**src/rtl/binary_mul_pkg.sv**
```systemverilog
`default_nettype none
// ============================================================================
// Module      : binary_mul_pkg
// Description : Shared helpers for the pipelined array multiplier. These cover
//               the latency and width helpers, the Baugh-Wooley correction
//               constant and a full-adder cell.
// Revision    : 1.0 - initial release
// ============================================================================
package binary_mul_pkg;

    // Pipeline latency in clock enables: one stage per multiplier bit plus the final add.
    function automatic int mul_latency(input int wb);
        return wb + 1;
    endfunction

    // Product width shared by every level of the hierarchy.
    function automatic int prod_width(input int wa, input int wb);
        return wa + wb;
    endfunction

    // Correction constant for signed mode. Inverting the negatively weighted
    // partial-product bits leaves a residue of 2^(WA-1) + 2^(WB-1) - 2^(WA+WB-1).
    // Modulo 2^(WA+WB), that residue becomes the three positive terms below.
    // For WA == WB the two low terms merge into a single bit at column WA.
    function automatic logic [63:0] bw_const(input int wa, input int wb);
        logic [63:0] k;
        k = (64'd1 << (wa - 1)) + (64'd1 << (wb - 1)) + (64'd1 << (wa + wb - 1));
        if (wa + wb < 64) begin
            k = k & ((64'd1 << (wa + wb)) - 64'd1);
        end
        return k;
    endfunction

    // Full-adder cell: returns {carry, sum}.
    function automatic logic [1:0] fa(input logic x, input logic y, input logic z);
        return {(x & y) | (x & z) | (y & z), x ^ y ^ z};
    endfunction

endpackage
`default_nettype wire

```
**src/rtl/binary_mul_row.sv**
```systemverilog
`default_nettype none
// ============================================================================
// Module      : binary_mul_row
// Description : One combinational carry-save row of the array multiplier.
//               It folds a & {WA{b_bit}} (weight 2^K) into the sum/carry
//               vectors and retires product bit K.
// Revision    : 1.0 - initial release
// ============================================================================
module binary_mul_row
    import binary_mul_pkg::*;
#(
    parameter int WA = 3,
    parameter int WB = 3,
    parameter int K  = 1
) (
    input  logic [WA-1:0]    a_i,
    input  logic             b_bit_i,
    input  logic             tc_i,
    input  logic             last_row_i,
    input  logic [WA+WB-1:0] sum_i,
    input  logic [WA+WB-1:0] carry_i,
    output logic [WA+WB-1:0] sum_o,
    output logic [WA+WB-1:0] carry_o,
    output logic             bit_o
);
    localparam int PW = prod_width(WA, WB);

    logic [WA-1:0] pp_w;

    // Partial-product row. In signed mode the cross terms carrying exactly one sign bit are inverted.
    always_comb begin
        for (int i = 0; i < WA; i++) begin
            pp_w[i] = a_i[i] & b_bit_i;
            if (tc_i && ((i == WA - 1) != last_row_i)) begin
                pp_w[i] = ~pp_w[i];
            end
        end
    end

    // 3:2 compression of columns K and up. Columns below K are already retired and pass through.
    // No carry enters column K, so its sum bit is final and can be retired here.
    always_comb begin
        logic [1:0] t;
        logic       ppb;
        int         j;
        sum_o   = sum_i;
        carry_o = carry_i;
        t       = 2'b00;
        ppb     = 1'b0;
        j       = 0;
        for (int i = K; i < PW; i++) begin
            j   = i - K;
            ppb = (j < WA) ? pp_w[j] : 1'b0;
            t   = fa(sum_i[i], carry_i[i], ppb);
            sum_o[i] = t[0];
            if (i == K) begin
                carry_o[i] = 1'b0;
            end
            if (i + 1 < PW) begin
                carry_o[i+1] = t[1];
            end
        end
        bit_o    = sum_o[K];
        sum_o[K] = 1'b0;
    end

endmodule
`default_nettype wire

```
**src/rtl/binary_mul_pipe.sv**
```systemverilog
`default_nettype none
// ============================================================================
// Module      : binary_mul_pipe
// Description : Fully pipelined WA x WB array multiplier with throughput 1 and
//               latency WB+1. The unsigned/signed mode is chosen per
//               transaction, and a global enable freezes the whole pipe.
// Revision    : 1.0 - initial release
// ============================================================================
module binary_mul_pipe
    import binary_mul_pkg::*;
#(
    parameter int WA = 3,
    parameter int WB = 3
) (
    input  logic             clk,
    input  logic             rst,
    input  logic             en_i,
    input  logic             in_valid_i,
    input  logic [WA-1:0]    a_i,
    input  logic [WB-1:0]    b_i,
    input  logic             tc_i,
    output logic [WA+WB-1:0] p_o,
    output logic             out_valid_o
);
    localparam int                PW       = prod_width(WA, WB);
    localparam logic [PW-1:0]     BW_CONST = PW'(bw_const(WA, WB));

    // Per-stage state; operands only travel as far as the last row that needs them.
    logic [WB-1:0]   vld_q, vld_d;
    logic [WB-2:0]   tc_q, tc_d;
    logic [WA-1:0]   a_q   [WB-1];
    logic [WA-1:0]   a_d   [WB-1];
    logic [WB-2:0]   b_q   [WB-1];
    logic [WB-2:0]   b_d   [WB-1];
    logic [PW-1:0]   s_q   [WB];
    logic [PW-1:0]   s_d   [WB];
    logic [PW-1:0]   c_q   [WB];
    logic [PW-1:0]   c_d   [WB];
    logic [WB-1:0]   lo_q  [WB];
    logic [WB-1:0]   lo_d  [WB];
    logic [PW-1:0]   p_q, p_d;
    logic            out_valid_q;

    logic [PW-1:0]   row_s_w   [1:WB-1];
    logic [PW-1:0]   row_c_w   [1:WB-1];
    logic [WB-1:1]   row_bit_w;
    logic [WA-1:0]   pp0_w;

    // Rows 1..WB-1, each fed by the previous stage's registers.
    for (genvar k = 1; k < WB; k++) begin : g_row
        binary_mul_row #(
            .WA (WA),
            .WB (WB),
            .K  (k)
        ) u_row (
            .a_i        (a_q[k-1]),
            .b_bit_i    (b_q[k-1][0]),
            .tc_i       (tc_q[k-1]),
            .last_row_i (k == WB - 1),
            .sum_i      (s_q[k-1]),
            .carry_i    (c_q[k-1]),
            .sum_o      (row_s_w[k]),
            .carry_o    (row_c_w[k]),
            .bit_o      (row_bit_w[k])
        );
    end

    // Next-state for every stage: row 0 plus the correction constant, then each row's outputs.
    always_comb begin
        for (int i = 0; i < WA; i++) begin
            pp0_w[i] = a_i[i] & b_i[0];
            if (tc_i && (i == WA - 1)) begin
                pp0_w[i] = ~pp0_w[i];
            end
        end
        vld_d    = {vld_q[WB-2:0], in_valid_i};
        tc_d     = '0;
        tc_d[0]  = tc_i;
        a_d      = a_q;
        b_d      = b_q;
        a_d[0]   = a_i;
        b_d[0]   = b_i[WB-1:1];
        s_d[0]   = PW'(pp0_w);
        s_d[0][0] = 1'b0;
        c_d[0]   = tc_i ? BW_CONST : '0;
        lo_d[0]  = WB'(pp0_w[0]);
        for (int k = 1; k < WB - 1; k++) begin
            tc_d[k] = tc_q[k-1];
            a_d[k]  = a_q[k-1];
            b_d[k]  = b_q[k-1] >> 1;
        end
        for (int k = 1; k < WB; k++) begin
            s_d[k]  = row_s_w[k];
            c_d[k]  = row_c_w[k];
            lo_d[k] = lo_q[k-1] | (WB'(row_bit_w[k]) << k);
        end
        // The sum/carry vectors are zero in the retired columns, so OR-ing the low bits in is exact.
        p_d = (s_q[WB-1] + c_q[WB-1]) | PW'(lo_q[WB-1]);
    end

    // Pipeline registers: cleared asynchronously, advanced together on enable.
    always_ff @(posedge clk or posedge rst) begin
        if (rst) begin
            vld_q       <= '0;
            tc_q        <= '0;
            a_q         <= '{default: '0};
            b_q         <= '{default: '0};
            s_q         <= '{default: '0};
            c_q         <= '{default: '0};
            lo_q        <= '{default: '0};
            p_q         <= '0;
            out_valid_q <= 1'b0;
        end else if (en_i) begin
            vld_q       <= vld_d;
            tc_q        <= tc_d;
            a_q         <= a_d;
            b_q         <= b_d;
            s_q         <= s_d;
            c_q         <= c_d;
            lo_q        <= lo_d;
            p_q         <= p_d;
            out_valid_q <= vld_q[WB-1];
        end
    end

    assign p_o         = p_q;
    assign out_valid_o = out_valid_q;

endmodule
`default_nettype wire
```
**config.mk**
```make
export PLATFORM = sky130hd
export DESIGN_NAME = binary_mul_pipe
export DESIGN_NICKNAME = d
export VERILOG_FILES = /design/src/rtl/binary_mul_pkg.sv /design/src/rtl/binary_mul_row.sv /design/src/rtl/binary_mul_pipe.sv
export SDC_FILE = /design/constraint.sdc
export NUM_CORES = 1
export LEC_CHECK = 0
export CAP_MARGIN = 15
export CORE_MARGIN = 5
export CORE_UTILIZATION = 45
export CTS_CLUSTER_DIAMETER = 80
export DETAILED_ROUTE_END_ITERATION = 10
export PLACE_DENSITY = 0.65
export RECOVER_POWER = 50
export SLEW_MARGIN = 20
export SYNTH_ARGS = -nofsm -noshare
export SYNTH_HDL_FRONTEND = slang
export SYNTH_SLANG_ARGS = --single-unit
```
**constraint.sdc**
```tcl
create_clock -name clk -period 4.15 [get_ports clk]
set_input_delay 0.415 -clock clk [delete_from_list [all_inputs] [get_ports clk]]
set_output_delay 0.415 -clock clk [all_outputs]
set_load 0.01 [all_outputs]
```
=== Word level (Yosys, flattened, before mapping) ===
Index checks and enable logic that the tools add are counted.

* Flip-flop bits (word level): 51
* Logic and storage cells: 76

* $add $sub $neg: 1
* Muxes and demuxes: 5
* Bitwise gates (word level): 53

{| class="wikitable"
|+ Operators with widths
! kind !! count
|-
| 1-bit bitwise AND || 25
|-
| 1-bit XOR || 11
|-
| 1-bit bitwise OR || 10
|-
| 6-bit adder || 1
|-
| 6-bit 2-to-1 mux || 1
|-
| 6-bit by 3-bit bitwise OR with 6-bit output || 1
|-
| 1-bit 2-to-1 mux || 4
|-
| 1-bit NOT || 4
|-
| 3-bit bitwise OR || 1
|-
| 1-bit by 2-bit bitwise OR with 2-bit output || 1
|}

=== Depth between registers and ports, before layout ===
Gate-level depths: netlist of the first run.

* Depth after elaboration: 6
* Depth in mapped cells: 5

=== By module ===
Synthesis of the first run repeated with hierarchy kept, for this count alone.

* Cells, all modules: 212
* Area total of the unflattened synthesis: 2607.5 µm²

{| class="wikitable"
|+ Modules (own cells, without submodules)
! module !! instances !! cells each !! area each (µm²) !! sequential area each (µm²)
|-
| binary_mul_pipe || 1 || 151 || 2189.6 || 1326.3
|-
| binary_mul_row at g_row[2].u_row || 1 || 31 || 210.2 || 0.0
|-
| binary_mul_row at g_row[1].u_row || 1 || 30 || 207.7 || 0.0
|}

=== Worst setup path before layout of the first run ===
Ideal clock, no wire load.

* Kind: reg2reg
* Start point: register s_q[3] in the netlist's numbering
* End point: register p_q[5] (netlist: p_o[5])
* Setup time: 0.077 ns
* Data arrival time: 1.344 ns
* Data required time: 4.073 ns
* Setup slack: 2.728 ns
* Cell stages (with the launch flop): 6
* Buffers on the path: 0
* Period minus slack after synthesis: 1.422 ns
* Path through: dfrtp_1 -> ha_1 -> inv_1 -> fa_1 -> xor3_1 -> a21oi_1

* Longest elaborated chain between the ends: 2

{| class="wikitable"
|+ Ends and longest elaborated chain
! item !! line !! RTL
|-
| start: declaration || binary_mul_pipe.sv:35 || <nowiki>logic [PW-1:0] s_q [WB];</nowiki>
|-
| start signal: assignment || binary_mul_pipe.sv:108 || <nowiki>s_q <= '{default: '0};</nowiki>
|-
| start signal: assignment || binary_mul_pipe.sv:118 || <nowiki>s_q <= s_d;</nowiki>
|-
| 6-bit adder || binary_mul_pipe.sv:98 || <nowiki>p_d = (s_q[WB-1] + c_q[WB-1]) | PW'(lo_q[WB-1]);</nowiki>
|-
| 6-bit by 3-bit bitwise OR with 6-bit output || binary_mul_pipe.sv:98 ||
|-
| end signal: assignment || binary_mul_pipe.sv:121 || <nowiki>p_q <= p_d;</nowiki>
|-
| end: declaration || binary_mul_pipe.sv:41 || <nowiki>logic [PW-1:0] p_q, p_d;</nowiki>
|}

No other way between the ends.
A chain may end at the register's enable or synchronous reset.

=== Worst setup path in the final report of the first run ===
* Start point: register out_valid_q (netlist: out_valid_o)
* End point: output port out_valid_o

{| class="wikitable"
|+ RTL lines
! item !! line !! RTL
|-
| start: declaration || binary_mul_pipe.sv:42 || <nowiki>logic out_valid_q;</nowiki>
|-
| start signal: assignment || binary_mul_pipe.sv:122 || <nowiki>out_valid_q <= vld_q[WB-1];</nowiki>
|-
| end: declaration || binary_mul_pipe.sv:23 || <nowiki>output logic out_valid_o</nowiki>
|}

No word-level cell between the ends.

==> flow_metrics.py, run 1 <==
metrics = {
    "run_status": {
        "outcome": "completed",
    },
    "floorplan": {
        "top_level_ports": 18,
        "dieHeight_um": 73.41,
        "initial_core_util_pct": 45.89,
        "num_rows": 23,
        "core_area_sq_um": 3943,
        "dieArea_sq_um": 5388,
        "die_w_um": 73.41,
    },
    "timing": {
        "fin_tns_setup_ns": 0,
        "max_slew_margin_pct": 60.59,
        "finalClockSkew_ns": 0.003416,
        "tightest_slew_ns": 0.5905,
        "finalMaxSlewViolations": 0,
        "fmax_mhz": 626.0,
        "finalCritPeriodShare_pct": 38.49,
        "hold_viol": 0,
        "finalHoldWorstSlack_ns": 0.4855,
        "rsz0062_at_grt": "false",
        "min_period_ns": 1.597,
        "finalSetupViolations": 0,
    },
    "worst_setup_path": {
        "cp_top_family": "buffers and inverters",
        "crit_required_ns": 3.73,
        "path_max_fanout": 2,
        "path_buf_inv": 1,
        "end_kind": "output port",
        "worst_path_max_delay_cell": "clkdlybuf4s50_1",
        "critPathMaxStageDelay_ns": 0.54,
        "crit_chain": "clkdlybuf4s50_1",
        "critPathKind": "reg2out",
        "crit_arrival_ns": 1.18,
        "startpoint_type": "flip-flop",
    },
    "global_route": {
        "track_usage_pct": 11.86,
        "grt_pass1_vias": 1008,
        "antenna_found_initial": 0,
        "grt_first_pass_wirelength_um": 4692,
        "grt_overflow": 0,
        "grt_max_degree": 55,
    },
    "placement": {
        "detailed_place_hpwl_um": 1764,
        "gp_congestion": 0.6935,
        "io_buffers": 17,
        "placed_cells": 193,
    },
    "routing": {
        "drc_errors": 0,
        "drtIter0Drc": 26,
        "wire_per_inst_um": 12.69,
        "firstDrtPassIters": 3,
        "routed_via_density": 4.592,
        "drt_wl_total_um": 2551,
        "via_count": 923,
        "final_antenna_net_count": 0,
    },
    "finish": {
        "syn_to_final_growth_pct": 10.37,
        "seq_area_sq_um": 1001,
        "instances_no_fill": 201,
        "multiInputGateArea_sq_um": 619.3,
        "mostFrequentLayoutCells": "40 x dfrtp_1, 19 x mux2_1, 14 x clkdlybuf4s50_1",
        "nFillCells": 351,
        "antenna_cells": 0,
        "layout_commonest_cell": "dfrtp_1",
        "drive_gt1_share_pct": 9.272,
        "final_net_count": 168,
    },
    "clock_network": {
        "numCtsBuffers": 5,
        "tritoncts": "built",
        "htree_levels": 2,
        "cts_root_buf": "clkbuf_8",
        "clk_pin_slew_ns": 0.07,
        "cts_resized": 0,
        "hold_buffers": 0,
        "insertion_delay_ns": 0.29,
        "cts_buffer_depth": 2,
        "post-cts-setup-buffer-count": 0,
        "cts_num_sinks": 40,
    },
    "logic_synthesis": {
        "synth_cell_types": 23,
        "synth_top_area_cell": "dfrtp_1",
        "syn_avg_cell_area_sq_um": 13.81,
        "synthArstFlopShare_pct": 100.0,
        "synth-seq-cells": 40,
        "syn_nets": 149,
        "synth_top_area_share_pct": 55.33,
        "ys_warn_count": 0,
        "yosysSeqAreaShare_pct": 55.33,
        "yosys_most_used_dff": "dfrtp_1",
        "synthCells": 131,
        "synth_edf_count": 0,
        "synth_area_leaders": "dfrtp_1 55%, mux2_4 17%, fa_1 3.3%",
        "synth_area_sq_um": 1809,
    },
    "power_and_ir_drop": {
        "max-vdd-ir-drop_mv": 0.1784,
        "power_density_nw_per_um2": 485.3,
        "leakagePower_nw": 0.8989,
    },
    "job": {
        "maxCapViolCount": 0,
    },
    "worst_hold_path": {
        "hp-class": "reg2reg",
    },
}
final timing paths:
check                                        startpoint              endpoint  slack, ns  cells past startpoint
worst max-delay path            out_valid_o$_DFFE_PP0P_           out_valid_o       2.55                      1
worst min-delay path               vld_q[2]$_DFFE_PP0P_  vld_q[2]$_DFFE_PP0P_       0.49                      1
worst max register to register       s_q[3]$_DFFE_PP0P_    p_o[5]$_DFFE_PP0P_       2.65                      5
worst min register to register     vld_q[2]$_DFFE_PP0P_  vld_q[2]$_DFFE_PP0P_       0.49                      1
max in group asynchronous                           rst    b_q[2]$_DFFE_PP0P_       2.78                      3
min in group asynchronous                           rst    p_o[2]$_DFFE_PP0P_       0.62                      2
cell families after synthesis:
family	Yosys count	synth area share, %
flops	40	55.33
mux	25	19.64
simple gates	21	5.325
buf+inv	19	6.501
compound gates	16	4.841
fa+ha+maj	7	6.086
xor+xnor	3	2.282
synthesized netlist by cell type (2+ instances only):
cell,count
a21oi_1,5
and2_1,4
buf_12,2
buf_2,2
dfrtp_1,40
fa_1,3
ha_1,4
inv_1,13
mux2_2,4
mux2_4,20
nand2_1,7
nand3_1,3
nor2_1,6
o21ai_0,8
xnor2_1,2
metal layers:
metal  vias to the layer above  global-route usage [%]  routed length [um]
met5                         -                       0                   0
met3                         7                   4.925                 138
met4                         0                   6.640                  71
li1                        468                       -                   -
met1                       433                   15.32                1179
met2                        15                   16.78                1161
area by class of cell:
class	count	share of cell area [%]
multi-input combinational	72	31.01
tap	50	3.133
timing repair buffer	18	8.772
inverter	13	2.444
clock buffer	8	4.511
sequential	40	50.13
registers in the layout, indices dropped and copies added, names as in the netlist:
| name | count |
|---|---|
| vld_q | 3 |
| out_valid_o | 1 |
| tc_q | 1 |
| lo_q | 6 |
| s_q | 8 |
| p_o | 6 |
| b_q | 2 |
| a_d | 3 |
| c_q | 6 |
| b_d | 1 |
| a_q | 3 |
power by group:
group          internal, mW  leakage, nW  switching [mW]
sequential            0.464        0.486          0.0375
clock                 0.135       0.0455           0.124
combinational         0.120        0.368          0.0886
metrics by stage:
stage | util, % | total power, mW | instance area (sq um) | worst slack [ns]
2_1_floorplan | - | 0.6683 | 1809 | 2.728
3_3_place_gp | 50.11 | 0.7486 | 1976 | 2.356
3_5_place_dp | 50.11 | 0.7601 | 1976 | 2.323
4_1_cts | 52.40 | 1.027 | 2066 | 2.514
5_1_grt | 50.65 | 1.042 | 1997 | 2.487
6_report | 50.65 | 0.9692 | 1997 | 2.553
No activity file was read; power rests on OpenSTA's default activity.
==> inputs of run 2 (changes only) <==
==> constraint.sdc (replaced) <==
create_clock -name clk -period 1.5 [get_ports clk]
set_input_delay 0.15 -clock clk [delete_from_list [all_inputs] [get_ports clk]]
set_output_delay 0.15 -clock clk [all_outputs]
set_load 0.01 [all_outputs]
==> flow_metrics.py, run 2 (synthesized netlist as in run 1, its figures left out) <==
metrics = {
    "timing": {
        "tightest_slew_ns": 0.9464,
        "finalCritPeriodShare_pct": 96.05,
        "min_period_ns": 1.441,
        "hold_viol": 0,
        "fin_tns_setup_ns": 0,
        "finalMaxSlewViolations": 0,
        "finalHoldWorstSlack_ns": 0.3693,
        "finalSetupViolations": 0,
        "finalClockSkew_ns": 0.007609,
        "rsz0062_at_grt": "false",
        "max_slew_margin_pct": 36.91,
        "fmax_mhz": 694.1,
    },
    "placement": {
        "placed_cells": 194,
        "place_area_sq_um": 2008,
        "gp_congestion": 0.6878,
        "detailed_place_hpwl_um": 1725,
        "io_buffers": 17,
    },
    "global_route": {
        "track_usage_pct": 11.02,
        "grt_max_degree": 55,
        "antenna_found_initial": 0,
        "grt_overflow": 0,
        "grt_first_pass_wirelength_um": 4485,
        "grt_pass1_vias": 996,
    },
    "routing": {
        "final_antenna_net_count": 0,
        "via_count": 961,
        "firstDrtPassIters": 3,
        "drtIter0Drc": 41,
        "drt_wl_total_um": 2548,
        "wire_per_inst_um": 12.61,
        "routed_via_density": 4.757,
        "drc_errors": 0,
    },
    "clock_network": {
        "numCtsBuffers": 5,
        "cts_buffer_depth": 2,
        "tritoncts": "built",
        "cts_root_buf": "clkbuf_8",
        "clk_pin_slew_ns": 0.07,
        "cts_num_sinks": 40,
        "insertion_delay_ns": 0.28,
        "htree_levels": 2,
    },
    "floorplan": {
        "initial_core_util_pct": 45.89,
        "num_rows": 23,
        "top_level_ports": 18,
        "die_w_um": 73.41,
        "core_area_sq_um": 3943,
        "dieArea_sq_um": 5388,
        "dieHeight_um": 73.41,
    },
    "worst_setup_path": {
        "end_kind": "flip-flop",
        "crit_arrival_ns": 1.65,
        "crit_required_ns": 1.71,
        "worst_path_max_delay_cell": "dfrtp_1",
        "r2r_slack_ns": 0.06,
        "crit_chain": "ha_2 -> inv_1 -> fa_2 -> xor3_1 -> a21oi_1",
        "startpoint_type": "flip-flop",
        "critPathMaxStageDelay_ns": 0.36,
        "path_max_fanout": 2,
        "critPathKind": "reg2reg",
    },
    "finish": {
        "mostFrequentLayoutCells": "40 x dfrtp_1, 20 x mux2_4, 14 x clkdlybuf4s50_1",
        "instances_no_fill": 202,
        "drive_gt1_share_pct": 24.34,
        "layout_commonest_cell": "dfrtp_1",
        "largest_reg_flops": 8,
        "final_net_count": 170,
        "largest_register": "s_q",
        "syn_to_final_growth_pct": 15.15,
        "finalInstanceArea_sq_um": 2083,
        "antenna_cells": 0,
    },
    "power_and_ir_drop": {
        "max-vdd-ir-drop_mv": 0.5492,
        "combPwrFrac_pct": 24.7,
        "p_clk_share_pct": 23.9,
        "sw_frac_of_total_pct": 25.78,
        "seqPwrFrac_pct": 51.3,
        "power_density_nw_per_um2": 1311,
        "p_switching_mw": 0.7041,
        "p_int_mw": 2.027,
        "leakagePower_nw": 0.9810,
    },
    "job": {
        "maxCapViolCount": 0,
    },
    "run_status": {
        "outcome": "completed",
    },
    "worst_hold_path": {
        "hp-class": "in2reg",
    },
}
[run 2: cell types whose count changed in the layout (fill, tap and decap cells not counted), sizes merged]
cell and delta:
buf +1, clkbuf -1, clkinv +1
[run 2: worst paths after layout]
kind                                startpoint                       to  cells after the start
min in group asynchronous                  rst  out_valid_o$_DFFE_PP0P_                      3
setup reg to reg            c_q[3]$_DFFE_PP0P_       p_o[5]$_DFFE_PP0P_                      5
max in group asynchronous                  rst      s_q[11]$_DFFE_PP0P_                      3
hold / removal                            en_i      lo_q[2]$_DFFE_PP0P_                      3
hold reg to reg            s_q[11]$_DFFE_PP0P_       s_q[5]$_DFFE_PP0P_                      1
setup / recovery            c_q[3]$_DFFE_PP0P_       p_o[5]$_DFFE_PP0P_                      5
[run 2: per-stage QoR]
step	worst slack, ns	power [mW]	util (%)
finish	0.05920	2.731	52.84
global route	0.01881	2.908	52.84
CTS	0.001642	2.779	53.09
detailed placement	-0.007215	2.110	50.94
global placement	0.04990	2.081	50.94
floorplan	0.07840	1.849	-
[run 2: layout make-up]
cell class | instances | area (sq um)
Fill cell | 329 | 1859
Clock inverter | 1 | 5.005
Clock buffer | 6 | 72.57
Tap cell | 50 | 62.56
Timing Repair Buffer | 20 | 197.7
Multi-Input combinational cell | 72 | 695.7
Inverter | 13 | 48.80
Sequential cell | 40 | 1001
[run 2: layer usage]
metal / vias up / routed length (um) / track usage, %
met5: - / 0 / 0
met4: 0 / 42 / 4.225
met3: 6 / 128 / 4.925
met2: 15 / 1229 / 17.48
met1: 464 / 1147 / 13.15
li1: 476 / - / -
[run 2: timing repair]
action	in CTS	in global routing
gates resized for setup	0	2
pin swaps	0	1
endpoints found under the setup margin	1	1
setup buffers	1	0
endpoints found under the hold margin	0	0
hold buffers	0	0
[run 2: worst max-delay path: cells and delay by family (launching register included)]
kind,cells,cell delay [ns]
adders and majority gates,2,0.50
DFF,1,0.36
xor gates and xnor gates,1,0.34
AOI/OAI and AO/OA,1,0.13
buffers and inverters,1,0.04
[run 2: power by group through the flow]
stage / Clock (mW) / Sequential (mW) / Combinational, mW
finish: 0.653 / 1.40 / 0.676
global route: 0.728 / 1.43 / 0.750
CTS: 0.678 / 1.41 / 0.693
detailed placement: 0 / 1.43 / 0.685
global placement: 0 / 1.41 / 0.670
floorplan: 0 / 1.43 / 0.421
